## src/rtl/nibble_add_seq.sv

```systemverilog
// nibble_add_seq: WIDTH-bit add/subtract computed one nibble per clock through a
// single shared 4-bit ripple slice, with valid/ready handshakes on both sides.
module four_bit_adder (
    input  logic [3:0] a,
    input  logic [3:0] b,
    input  logic       c_in,
    output logic [3:0] s,
    output logic       c_out,
    output logic       g,
    output logic       p
);
    logic [4:0] c;
    logic [3:0] gi, pi;
    always_comb begin
        gi = a & b;
        pi = a ^ b;
        c[0] = c_in;
        for (int i = 0; i < 4; i++) c[i+1] = gi[i] | (pi[i] & c[i]);
        s = pi ^ c[3:0];
        c_out = c[4];
        g = gi[3] | (pi[3] & gi[2]) | (&pi[3:2] & gi[1]) | (&pi[3:1] & gi[0]);
        p = &pi;
    end
endmodule

module nibble_add_seq #(
    parameter int WIDTH = 16
) (
    input  logic             clk,
    input  logic             rst_n,
    input  logic             in_valid,
    output logic             in_ready,
    input  logic [WIDTH-1:0] a,
    input  logic [WIDTH-1:0] b,
    input  logic             sub,
    input  logic             cin,
    output logic             out_valid,
    input  logic             out_ready,
    output logic [WIDTH-1:0] sum,
    output logic             cout,
    output logic             ovf,
    output logic             busy
);
    localparam int NSLICE = WIDTH / 4;
    localparam int KW = $clog2(NSLICE);
    typedef enum logic [1:0] {IDLE, RUN, DONE} state_t;
    state_t state, state_nx;
    logic [WIDTH-1:0] a_r, b_r;
    logic carry_r;
    logic [KW-1:0] k;
    logic [3:0] s;
    logic c_out, last, unused_g, unused_p;

    assign last = k == KW'(NSLICE - 1);

    four_bit_adder slice (
        .a(a_r[4*k +: 4]),
        .b(b_r[4*k +: 4]),
        .c_in(carry_r),
        .s(s),
        .c_out(c_out),
        .g(unused_g),
        .p(unused_p)
    );

    always_ff @(posedge clk or negedge rst_n)
        if (!rst_n) state <= IDLE;
        else state <= state_nx;

    always_comb begin
        state_nx = (state == IDLE && in_valid) ? RUN :
                   (state == RUN && last) ? DONE :
                   (state == DONE && out_ready) ? IDLE : state;
    end

    assign in_ready = state == IDLE;
    assign busy = state == RUN;
    assign out_valid = state == DONE;

    // Subtraction is A + ~B + 1, with cin acting as a borrow that cancels the +1.
    always_ff @(posedge clk or negedge rst_n) begin
        if (!rst_n) begin
            a_r <= '0;
            b_r <= '0;
            carry_r <= 1'b0;
            k <= '0;
            sum <= '0;
            cout <= 1'b0;
            ovf <= 1'b0;
        end else if (state == IDLE && in_valid) begin
            a_r <= a;
            b_r <= sub ? ~b : b;
            carry_r <= cin ^ sub;
            k <= '0;
        end else if (state == RUN) begin
            sum[4*k +: 4] <= s;
            carry_r <= c_out;
            k <= k + KW'(1);
            if (last) begin
                cout <= c_out;
                ovf <= a_r[WIDTH-1] ^ b_r[WIDTH-1] ^ s[3] ^ c_out;
            end
        end
    end
endmodule

```

## config.mk

```make
export PLATFORM = sky130hd
export DESIGN_NAME = nibble_add_seq
export DESIGN_NICKNAME = d
export VERILOG_FILES = /design/src/rtl/nibble_add_seq.sv
export SDC_FILE = /design/constraint.sdc
export NUM_CORES = 1
export LEC_CHECK = 0
export CORE_UTILIZATION = 50
export CTS_CLUSTER_DIAMETER = 120
export DETAILED_ROUTE_END_ITERATION = 12
export GPL_TIMING_DRIVEN = 0
export PLACE_DENSITY = 0.79
export SLEW_MARGIN = 0
export SYNTH_ARGS = -nofsm -noshare
export SYNTH_HDL_FRONTEND = slang
export SYNTH_SLANG_ARGS = --single-unit
```

## constraint.sdc

```tcl
create_clock -name clk -period 4 [get_ports clk]
set_input_delay 0.4 -clock clk [delete_from_list [all_inputs] [get_ports clk]]
set_output_delay 0.4 -clock clk [all_outputs]
set_load 0.01 [all_outputs]
```

==> out/summary.log, run 1 <==
[sta] post-route minimum period 3460 ps
[cells_and_area] filler-free cell count of the finished design 347
[power] Static Leakage 1.46 nW
[cells_and_area] count of nets after finishing 323
[power] Final Power 2.79 mW
[sta] Peak Freq 289 MHz
[global_route] vias in the first global route 1,802
[sta] Max-slew headroom 58.2%
[place] post-detailed-placement half-perimeter wirelength 3830 um
[cells_and_area] leading cell type in the layout, fill and taps excluded sky130_fd_sc_hd__clkdlybuf4s50_1
[cts] # resized after CTS 0
[sta] total negative slack for setup checks 0 ps
[die] die area 0.00565 sq mm
[route] initial drt markers 94
[sta] worst hold slack 106 ps
[cts] number of buffers inserted during clock tree synthesis 5
[setup_path] worst setup path endpoint ovf$_DFFE_PN0P_
[power] Worst IR Drop VDD 488 uV
[sta] worst clock skew 4.30 ps
[power] power per cell area 812 mW/mm^2
[setup_path] CP endpoint kind flip-flop
[yosys] prevailing post-synth register cell sky130_fd_sc_hd__dfrtp_1
[cells_and_area] top library cells by usage in the layout, fill and taps aside sky130_fd_sc_hd__clkdlybuf4s50_1, sky130_fd_sc_hd__dfrtp_1, sky130_fd_sc_hd__nor2_1, sky130_fd_sc_hd__xnor2_1, sky130_fd_sc_hd__mux2_2
[cells_and_area] layout cell share with drive strength beyond 1 17.0%
[setup_path] classification of the worst setup path flip-flop to flip-flop
[setup_path] category of the worst setup path launch point flip-flop
[place] routability cong. 0.757
[yosys] post-synthesis instance total 211
[route] DRC violation count after routing 0
[sta] final count of negative-setup-slack endpoints 0
[route] number of nets with antenna violations after detailed routing 0
[sta] Worst-Margin Slew 627 ps
[min_path] type of the most critical hold path input port to async pin
[route] Total Routed Length 5000 um
[setup_path] crit path max fanout 10
[yosys] Yosys warnings 0
[cts] CTS Root Cell sky130_fd_sc_hd__clkbuf_8
[sta] final-report hold violation count 0
[setup_path] critical path data arrival time 3640 ps
[global_route] Total GRT Usage 20.6%
[sta] unrepaired setup endpoints after global routing false
[setup_path] reg-to-reg startpoint k[0]$_DFFE_PN0P_
[yosys] count of flip-flops with a built-in enable after synthesis 0
[global_route] largest net degree at the start of global routing 29
[job] number of maximum-capacitance violations 0
[die] overall die width 75.2 um
[cts] CTS Hold Buffers Added 0
[place] # placed instances 339
[route] post-DR wirelength/cell 14.4 um
[route] first-pass iteration count of the detailed router 5
[cells_and_area] antenna fix cells 0
[yosys] number of library cell types mapped by synthesis 31
[die] core region area 0.00514 sq mm
[die] effective utilization at floorplan 52.1%
[place] IO buf count 57
[route] via-per-instance ratio 5.22
[die] height of the chip 75.2 um
[sta] fraction of the cycle the final worst path needs 86.4%
[yosys] total of flip-flops plus latches after synthesis 55
[sta] setup slack after layout 543 ps
[setup_path] endpoint of the worst register-to-register path ovf$_DFFE_PN0P_
[cells_and_area] final core area utilization 66.8%
[setup_path] Worst R2R Path Depth 11
[cts] sink count of the clock tree 55
[sta] number of slew-limit violations in the final report 0
[yosys] Async S/R FF share, synth 100%
[cts] clock tree from TritonCTS done
[yosys] part of the Yosys area used for sequential elements 51.4%
[place] instance area after placement 0.00335 sq mm
[cts] CTS H-tree depth 2
[cells_and_area] summed area of non-filler cells in the final layout 0.00343 sq mm
[global_route] global-route congestion overflow total 0
[status] status finished clean
[setup_path] required time of the worst setup path 4180 ps
[yosys] Mean Syn Cell Area 12.7 sq um
[yosys] number of nets in the synthesized netlist 258
[die] number of placed I/O pins 59
[cells_and_area] P&R area growth vs syn 28.2%
[cts] maximum count of clock buffers along a single path 2
[yosys] netlist area before placement 0.00268 sq mm
[cts] clock latency at the later pin of the worst-skew pair 300 ps
[cts] clock-pin slew on the worst setup and hold paths 90 ps
[global_route] wire length of the first global-routing pass 8600 um
[cts] # Post-CTS Setup Buffers 0
[setup_path] Crit. Startpoint k[0]$_DFFE_PN0P_
[setup_path] R2R Setup Slk 540 ps
[place] post-placement setup slack 507 ps
[die] Std-Cell Rows 26
[route] via count of the routed design 1,812
[global_route] number of antenna violations at the first check in global routing 0
[state kept, by name, summed over array words and instances, names as in the netlist]
register / flops
cout: 1
b_r: 16
carry_r: 1
a_r: 16
state: 2
ovf: 1
k: 2
sum: 16
[power breakdown]
part	internal, mW	switching (mW)
clock network	0.123	0.170
logic	0.791	0.754
registers	0.808	0.142
total	1.72	1.07
[metal layers]
metal	vias up	track usage, %	part of all wire [%]
met5	-	0	0
met4	0	4.12	0.96
met3	8	4.55	4.1
met2	61	34.7	50
met1	878	28.0	45
li1	865	-	-
[synthesized netlist by cell type (2+ instances only)]
cell,instances,area share (%)
sky130_fd_sc_hd__inv_1,11,1.5
sky130_fd_sc_hd__nand3b_1,2,0.56
sky130_fd_sc_hd__ha_1,5,2.3
sky130_fd_sc_hd__o41ai_1,3,0.98
sky130_fd_sc_hd__nand3b_4,2,1.5
sky130_fd_sc_hd__nor2_1,19,2.7
sky130_fd_sc_hd__nor3_1,2,0.37
sky130_fd_sc_hd__fa_1,4,3.0
sky130_fd_sc_hd__o21ai_0,6,1.1
sky130_fd_sc_hd__nand2b_1,2,0.47
sky130_fd_sc_hd__a21oi_1,16,3.0
sky130_fd_sc_hd__buf_6,3,1.3
sky130_fd_sc_hd__dfrtp_1,55,51
sky130_fd_sc_hd__mux4_2,8,6.7
sky130_fd_sc_hd__xnor2_1,19,6.2
sky130_fd_sc_hd__mux2_2,17,7.1
sky130_fd_sc_hd__buf_4,2,0.56
sky130_fd_sc_hd__buf_2,5,0.93
sky130_fd_sc_hd__nand2_1,7,0.98
sky130_fd_sc_hd__a22o_1,12,3.9
[worst max-delay path, cell delays in order, from the launching register on]
cell                      delay, ps
sky130_fd_sc_hd__dfrtp_1        520
sky130_fd_sc_hd__buf_2          370
sky130_fd_sc_hd__mux4_2         590
sky130_fd_sc_hd__fa_1           390
sky130_fd_sc_hd__inv_1           80
sky130_fd_sc_hd__fa_1           180
sky130_fd_sc_hd__fa_1           160
sky130_fd_sc_hd__inv_1           50
sky130_fd_sc_hd__fa_1           620
sky130_fd_sc_hd__xnor2_1        170
sky130_fd_sc_hd__xnor2_1        130
sky130_fd_sc_hd__o21ai_0         90
[area by class of cell]
type | count | area (sq um)
Timing Repair Buffer | 58 | 586
Tap cell | 70 | 87.6
Multi-Input combinational cell | 134 | 1180
Clock buffer | 7 | 76.3
Clock inverter | 1 | 5.00
Fill cell | 424 | 1710
Buffer | 11 | 77.6
Sequential cell | 55 | 1380
Inverter | 11 | 41.3
[worst min path at each step]
stage / start / depth (start not counted) / endpoint
3_3_place_gp: sum[6]$_DFFE_PN0P_ / 2 / sum[6]$_DFFE_PN0P_
4_1_cts: rst_n / 1 / state[1]$_DFFE_PN0P_
3_5_place_dp: rst_n / 1 / state[1]$_DFFE_PN0P_
2_1_floorplan: rst_n / 0 / a_r[0]$_DFFE_PN0P_
5_1_grt: rst_n / 1 / sum[7]$_DFFE_PN0P_
6_report: rst_n / 1 / state[1]$_DFFE_PN0P_
[cell families (layout without fill, tap and decap cells)]
kind of cell | Yosys count | in the layout | synth area share [%]
buf+inv | 22 | 88 | 4.44
fa+ha+maj | 9 | 9 | 5.33
simple gates | 40 | 40 | 8.46
mux | 26 | 26 | 14.3
compound gates | 39 | 39 | 9.58
xor+xnor | 20 | 20 | 6.54
flops | 55 | 55 | 51.4
No activity file was read; power rests on OpenSTA's default activity.
==> run 2: changes to the inputs <==
--- a/config.mk
+++ b/config.mk
@@ -5,6 +5,7 @@
 export SDC_FILE = /design/constraint.sdc
 export NUM_CORES = 1
 export LEC_CHECK = 0
+export CORE_MARGIN = 2
 export CORE_UTILIZATION = 50
 export CTS_CLUSTER_DIAMETER = 120
 export DETAILED_ROUTE_END_ITERATION = 12
==> run 2 against run 1 <==
  * Non-clock buffer count unchanged
  * Global-route usage down 1.5 points
  * Utilization up 1.0 points
  * Setup slack worse by 60 ps
  * Clock skew up 1.6 ps
  * Sequential share of layout area down 0.59 points
  * Final cell count unchanged
  * Register-to-register slack worse by 60 ps
  * Sequential power about the same
  * Largest cell class unchanged
==> out/summary.log, run 2 (synthesis gave the netlist of run 1 again) <==
[cts] # Post-CTS Setup Buffers 0 [unchanged]
[sta] Worst-Margin Slew 616 ps [was 627 ps]
[setup_path] required time of the worst setup path 4190 ps [was 4180 ps]
[sta] Max-slew headroom 58.9% [was 58.2%]
[cts] clock-pin slew on the worst setup and hold paths 90 ps [about the same]
[place] IO buf count 57 [unchanged]
[route] number of nets with antenna violations after detailed routing 0 [unchanged]
[route] via-per-instance ratio 5.24 [was 5.22]
[cells_and_area] filler-free cell count of the finished design 347 [unchanged]
[sta] number of slew-limit violations in the final report 0 [unchanged]
[cells_and_area] leading cell type in the layout, fill and taps excluded sky130_fd_sc_hd__clkdlybuf4s50_1 [unchanged]
[cts] CTS H-tree depth 2 [unchanged]
[route] first-pass iteration count of the detailed router 4 [was 5]
[cells_and_area] layout filler cell count 428 [was 424]
[route] post-DR wirelength/cell 14.8 um [was 14.4 um]
[die] overall die width 77.2 um [was 75.2 um]
[place] routability cong. 0.794 [was 0.757]
[sta] final-report hold violation count 0 [unchanged]
[global_route] wire length of the first global-routing pass 9130 um [was 8600 um]
[die] number of placed I/O pins 59 [unchanged]
[cts] number of buffers inserted during clock tree synthesis 5 [unchanged]
[min_path] type of the most critical hold path input port to async pin [unchanged]
[setup_path] category of the worst setup path launch point flip-flop [unchanged]
[route] via count of the routed design 1,818 [was 1,812]
[cells_and_area] multi-input combinational cell area 0.00118 sq mm [unchanged]
[cts] CTS Hold Buffers Added 0 [unchanged]
[die] effective utilization at floorplan 52.1% [unchanged]
[place] post-detailed-placement half-perimeter wirelength 3920 um [was 3830 um]
[route] Total Routed Length 5150 um [was 5000 um]
[cts] maximum count of clock buffers along a single path 2 [unchanged]
[cts] clock tree from TritonCTS done [unchanged]
[sta] fraction of the cycle the final worst path needs 87.9% [was 86.4%]
[power] Static Leakage 1.48 nW [was 1.46 nW]
[global_route] number of antenna violations at the first check in global routing 0 [unchanged]
[power] power per cell area 839 mW/mm^2 [was 812 mW/mm^2]
[cells_and_area] antenna fix cells 0 [unchanged]
[place] # placed instances 339 [unchanged]
[cts] # resized after CTS 0 [unchanged]
[setup_path] classification of the worst setup path flip-flop to flip-flop [unchanged]
[sta] final count of negative-setup-slack endpoints 0 [unchanged]
[sta] total negative slack for setup checks 0 ps [unchanged]
[cells_and_area] count of nets after finishing 323 [unchanged]
[job] number of maximum-capacitance violations 0 [unchanged]
[die] die area 0.00596 sq mm [was 0.00565 sq mm]
[global_route] Total GRT Usage 19.2% [was 20.6%]
[sta] Peak Freq 284 MHz [was 289 MHz]
[cells_and_area] Top Registers a_r x16, b_r x16, sum x16 [unchanged]
[sta] worst clock skew 5.94 ps [was 4.30 ps]
[global_route] global-route congestion overflow total 0 [unchanged]
[route] DRC violation count after routing 0 [unchanged]
[die] height of the chip 77.2 um [was 75.2 um]
[cells_and_area] layout cell share with drive strength beyond 1 17.3% [was 17.0%]
[cells_and_area] P&R area growth vs syn 30.1% [was 28.2%]
[cells_and_area] flip-flop and latch area 0.00138 sq mm [unchanged]
[cts] CTS Root Cell sky130_fd_sc_hd__clkbuf_8 [unchanged]
[cells_and_area] top library cells by usage in the layout, fill and taps aside sky130_fd_sc_hd__clkdlybuf4s50_1, sky130_fd_sc_hd__dfrtp_1, sky130_fd_sc_hd__nor2_1, sky130_fd_sc_hd__xnor2_1, sky130_fd_sc_hd__mux2_2 [unchanged]
[setup_path] critical path data arrival time 3710 ps [was 3640 ps]
[cts] clock latency at the later pin of the worst-skew pair 300 ps [about the same]
[die] core region area 0.00514 sq mm [unchanged]
[global_route] vias in the first global route 1,928 [was 1,802]
[route] initial drt markers 93 [was 94]
[cts] sink count of the clock tree 55 [unchanged]
[global_route] largest net degree at the start of global routing 30 [was 29]
[setup_path] crit path max fanout 10 [unchanged]
[power] Worst IR Drop VDD 412 uV [was 488 uV]
[sta] post-route minimum period 3520 ps [was 3460 ps]
[die] Std-Cell Rows 26 [unchanged]
[status] status finished clean [unchanged]
[sta] unrepaired setup endpoints after global routing false [unchanged]
[setup_path] CP endpoint kind flip-flop [unchanged]
run 2: layout make-up:
cell class	count	area share, %
flip-flops and latches	55	39.5
repair buffers	58	16.8
inverters	11	1.19
clock buffers	6	2.08
plain buffers	11	2.23
well taps	70	2.51
clock inverters	2	1.72
multi-input cells	134	33.9
run 2: worst paths after layout:
path	cells past startpoint	start	slack, ps	to
worst min-delay path	1	rst_n	100	state[0]$_DFFE_PN0P_
min in group clk	2	sum[6]$_DFFE_PN0P_	490	sum[6]$_DFFE_PN0P_
worst min register to register	2	sum[6]$_DFFE_PN0P_	490	sum[6]$_DFFE_PN0P_
worst max-delay path	11	k[0]$_DFFE_PN0P_	480	ovf$_DFFE_PN0P_
worst max register to register	11	k[0]$_DFFE_PN0P_	480	ovf$_DFFE_PN0P_
max in group asynchronous	2	rst_n	3330	b_r[0]$_DFFE_PN0P_
run 2: metal layers:
| layer | track usage [%] | vias to the layer above | part of all wire [%] |
|---|---|---|---|
| met5 | 0 | - | 0 |
| met4 | 4.11 | 0 | 0.78 |
| met3 | 3.41 | 5 | 3.8 |
| met2 | 32.7 | 46 | 51 |
| met1 | 25.8 | 900 | 45 |
| li1 | - | 867 | - |
run 2: critical path: stages (launching register included):
cell and delay (ps):
sky130_fd_sc_hd__dfrtp_1 540, sky130_fd_sc_hd__buf_2 380, sky130_fd_sc_hd__mux4_2 580, sky130_fd_sc_hd__fa_1 410, sky130_fd_sc_hd__inv_1 90, sky130_fd_sc_hd__fa_1 180, sky130_fd_sc_hd__fa_1 160, sky130_fd_sc_hd__inv_1 50
sky130_fd_sc_hd__fa_1 620, sky130_fd_sc_hd__xnor2_1 170, sky130_fd_sc_hd__xnor2_1 130, sky130_fd_sc_hd__o21ai_0 90
run 2: stage by stage:
| stage | hold slack [ps] | cell area (sq um) | utilization (%) | total power, mW | worst slack (ps) |
|---|---|---|---|---|---|
| 2_1_floorplan | 104 | 2680 | - | 2.03 | 912 |
| 3_3_place_gp | 461 | 3340 | 64.9 | 2.48 | 512 |
| 3_5_place_dp | 460 | 3350 | 65.2 | 2.53 | 468 |
| 4_1_cts | 125 | 3480 | 67.8 | 2.96 | 463 |
| 5_1_grt | 152 | 3480 | 67.8 | 3.17 | 318 |
| 6_report | 97.6 | 3480 | 67.8 | 2.92 | 483 |
run 2: power by group:
group          internal (mW)  total (mW)  switching (mW)
Sequential             0.808       0.952           0.144
Clock                  0.250       0.424           0.174
Combinational          0.790        1.55           0.755
Total                   1.85        2.92            1.07
==> run 3: changes to the inputs <==
--- a/config.mk
+++ b/config.mk
@@ -5,7 +5,7 @@
 export SDC_FILE = /design/constraint.sdc
 export NUM_CORES = 1
 export LEC_CHECK = 0
-export CORE_MARGIN = 2
+export CORE_MARGIN = 10
 export CORE_UTILIZATION = 50
 export CTS_CLUSTER_DIAMETER = 120
 export DETAILED_ROUTE_END_ITERATION = 12
==> run 3 against run 2 <==
  * Utilization decreased by 0.29 points
  * Power decreased by 1.0%
  * Die area increased by 46%
  * Register-to-register slack about the same
  * Final cell count unchanged
  * Via count increased by 2.4%
  * Combinational power about the same
  * Critical path depth unchanged
  * Cell area decreased by 0.43%
  * Clock-buffer cell count unchanged
  * Sequential share of layout area increased by 0.17 points
  * Largest power group unchanged
==> out/summary.log, run 3 (synthesis gave the netlist of run 1 again) <==
[die] core region area 0.00514 sq mm [unchanged]
[cts] clock-pin slew on the worst setup and hold paths 90 ps [about the same]
[route] post-DR wirelength/cell 16.4 um [was 14.8 um]
[status] status finished clean [unchanged]
[die] overall die width 93.2 um [was 77.2 um]
[setup_path] critical path data arrival time 3700 ps [was 3710 ps]
[sta] Peak Freq 285 MHz [was 284 MHz]
[cells_and_area] antenna fix cells 0 [unchanged]
[cts] CTS H-tree depth 2 [unchanged]
[setup_path] worst setup path endpoint ovf$_DFFE_PN0P_ [unchanged]
[power] power per cell area 834 mW/mm^2 [was 839 mW/mm^2]
[sta] fraction of the cycle the final worst path needs 87.8% [was 87.9%]
[setup_path] Crit. Startpoint k[0]$_DFFE_PN0P_ [unchanged]
[die] height of the chip 93.2 um [was 77.2 um]
[die] number of placed I/O pins 59 [unchanged]
[cts] number of buffers inserted during clock tree synthesis 5 [unchanged]
[setup_path] reg-to-reg startpoint k[0]$_DFFE_PN0P_ [unchanged]
[power] sequential fraction of design power 32.9% [was 32.6%]
[cts] clock latency at the later pin of the worst-skew pair 300 ps [about the same]
[cts] CTS Hold Buffers Added 0 [unchanged]
[setup_path] cell with the biggest individual delay on the critical path sky130_fd_sc_hd__fa_1 [unchanged]
[setup_path] category of the worst setup path launch point flip-flop [unchanged]
[route] Total Routed Length 5710 um [was 5150 um]
[setup_path] endpoint of the worst register-to-register path ovf$_DFFE_PN0P_ [unchanged]
[setup_path] classification of the worst setup path flip-flop to flip-flop [unchanged]
[setup_path] R2R Setup Slk 490 ps [was 480 ps]
[global_route] vias in the first global route 2,054 [was 1,928]
[cts] # Post-CTS Setup Buffers 0 [unchanged]
[route] number of nets with antenna violations after detailed routing 0 [unchanged]
[global_route] number of antenna violations at the first check in global routing 0 [unchanged]
[route] DRC violation count after routing 0 [unchanged]
[power] clock share of power 13.0% [was 14.5%]
[die] die area 0.00868 sq mm [was 0.00596 sq mm]
[sta] total negative slack for setup checks 0 ps [unchanged]
[setup_path] most used cell along the critical path sky130_fd_sc_hd__fa_1 [unchanged]
[route] via-per-instance ratio 5.36 [was 5.24]
[sta] unrepaired setup endpoints after global routing false [unchanged]
[cts] maximum count of clock buffers along a single path 2 [unchanged]
[global_route] largest net degree at the start of global routing 31 [was 30]
[power] Sw Pwr 1.09 mW [was 1.07 mW]
[place] routability cong. 0.804 [was 0.794]
[sta] final-report hold violation count 0 [unchanged]
[power] internal power contribution 1.80 mW [was 1.85 mW]
[sta] Max-slew headroom 59.9% [was 58.9%]
[die] Std-Cell Rows 26 [unchanged]
[sta] final count of negative-setup-slack endpoints 0 [unchanged]
[power] Static Leakage 1.48 nW [about the same]
[sta] setup slack after layout 486 ps [was 483 ps]
[setup_path] crit path max fanout 10 [unchanged]
[die] effective utilization at floorplan 52.1% [unchanged]
[power] fraction of power spent switching nets 37.7% [was 36.8%]
[job] number of maximum-capacitance violations 0 [unchanged]
[setup_path] required time of the worst setup path 4180 ps [was 4190 ps]
[cells_and_area] P&R area growth vs syn 29.5% [was 30.1%]
[global_route] global-route congestion overflow total 0 [unchanged]
[sta] worst clock skew 4.34 ps [was 5.94 ps]
[cells_and_area] layout cell share with drive strength beyond 1 17.7% [was 17.3%]
[sta] number of slew-limit violations in the final report 0 [unchanged]
[global_route] wire length of the first global-routing pass 10,100 um [was 9130 um]
[sta] Worst-Margin Slew 602 ps [was 616 ps]
[cells_and_area] final core area utilization 67.5% [was 67.8%]
[power] Worst IR Drop VDD 410 uV [was 412 uV]
[cts] # resized after CTS 0 [unchanged]
[sta] post-route minimum period 3510 ps [was 3520 ps]
[setup_path] ordered cell list for the critical path buf_2 -> mux4_2 -> fa_1 -> inv_1 -> fa_1 -> fa_1 -> inv_1 -> fa_1 -> xnor2_1 -> xnor2_1 -> o21ai_0 [unchanged]
[cts] CTS Root Cell sky130_fd_sc_hd__clkbuf_8 [unchanged]
[route] first-pass iteration count of the detailed router 4 [unchanged]
[setup_path] Worst R2R Path Depth 11 [unchanged]
[cells_and_area] Top Registers a_r x16, b_r x16, sum x16 [unchanged]
[cells_and_area] leading cell type in the layout, fill and taps excluded sky130_fd_sc_hd__clkdlybuf4s50_1 [unchanged]
[cells_and_area] top library cells by usage in the layout, fill and taps aside sky130_fd_sc_hd__clkdlybuf4s50_1, sky130_fd_sc_hd__dfrtp_1, sky130_fd_sc_hd__nor2_1, sky130_fd_sc_hd__xnor2_1, sky130_fd_sc_hd__mux2_2 [unchanged]
[cts] sink count of the clock tree 55 [unchanged]
[setup_path] Largest stage delay, worst path 640 ps [was 620 ps]
[setup_path] CP endpoint kind flip-flop [unchanged]
[route] initial drt markers 54 [was 93]
[min_path] type of the most critical hold path input port to async pin [unchanged]
[cells_and_area] count of nets after finishing 323 [unchanged]
[power] Combinational Power Share 54.2% [was 52.9%]
[global_route] Total GRT Usage 14.2% [was 19.2%]
[place] post-detailed-placement half-perimeter wirelength 4450 um [was 3920 um]
[place] post-placement setup slack 467 ps [was 468 ps]
[place] IO buf count 57 [unchanged]
[cts] clock tree from TritonCTS done [unchanged]
[route] via count of the routed design 1,861 [was 1,818]
run 3: cell count changes in the layout (fill, tap and decap cells not counted):
cell,previous run,this run
sky130_fd_sc_hd__clkbuf_1,2,1
sky130_fd_sc_hd__clkinv_2,0,1
sky130_fd_sc_hd__bufinv_16,2,1
sky130_fd_sc_hd__clkbuf_8,5,6
run 3: cell type report:
type | instances | area [sq um]
Fill cell | 434 | 1670
Sequential cell | 55 | 1380
Multi-Input combinational cell | 134 | 1180
Timing Repair Buffer | 58 | 586
Tap cell | 70 | 87.6
Clock buffer | 6 | 82.6
Buffer | 11 | 77.6
Inverter | 11 | 41.3
Clock inverter | 2 | 35.0
run 3: worst min-delay path by stage:
stage	end	slack (ps)
6_report	state[1]$_DFFE_PN0P_	90
5_1_grt	sum[10]$_DFFE_PN0P_	130
4_1_cts	b_r[13]$_DFFE_PN0P_	100
3_5_place_dp	state[1]$_DFFE_PN0P_	430
3_3_place_gp	sum[6]$_DFFE_PN0P_	460
2_1_floorplan	a_r[0]$_DFFE_PN0P_	100
run 3: worst max-delay path, delay by kind of cell, from the launching register on:
kind	cells	cell delay, ps
DFF	1	520
xor gates and xnor gates	2	300
adders and majority gates	4	1380
buffers and inverters	3	500
AOI/OAI and AO/OA	1	90
muxes	1	590
run 3: power groups by stage:
stage / logic (mW) / clock network [mW] / registers, mW
final: 1.57 / 0.374 / 0.950
after global routing: 1.75 / 0.408 / 0.986
after CTS: 1.59 / 0.381 / 0.954
after detailed placement: 1.58 / 0 / 0.966
after global placement: 1.54 / 0 / 0.954
after floorplan: 1.08 / 0 / 0.953
run 3: metal layers:
layer	vias up	track usage, %	part of all wire [%]	wire (um)
met5	-	0	0	0
li1	871	-	-	-
met3	8	4.40	6.7	385
met4	0	3.21	1.3	77
met1	915	16.2	41	2350
met2	67	25.4	51	2900
run 3: per-stage QoR:
stage                     hold slack [ps]  std cells  power (mW)  instance area, sq um
after detailed placement              433        339        2.55                  3350
final                                91.1        347        2.89                  3470
after global placement                462        338        2.49                  3340
after global routing                  128        347        3.15                  3470
after CTS                             103        347        2.93                  3470
after floorplan                       104        211        2.03                  2680
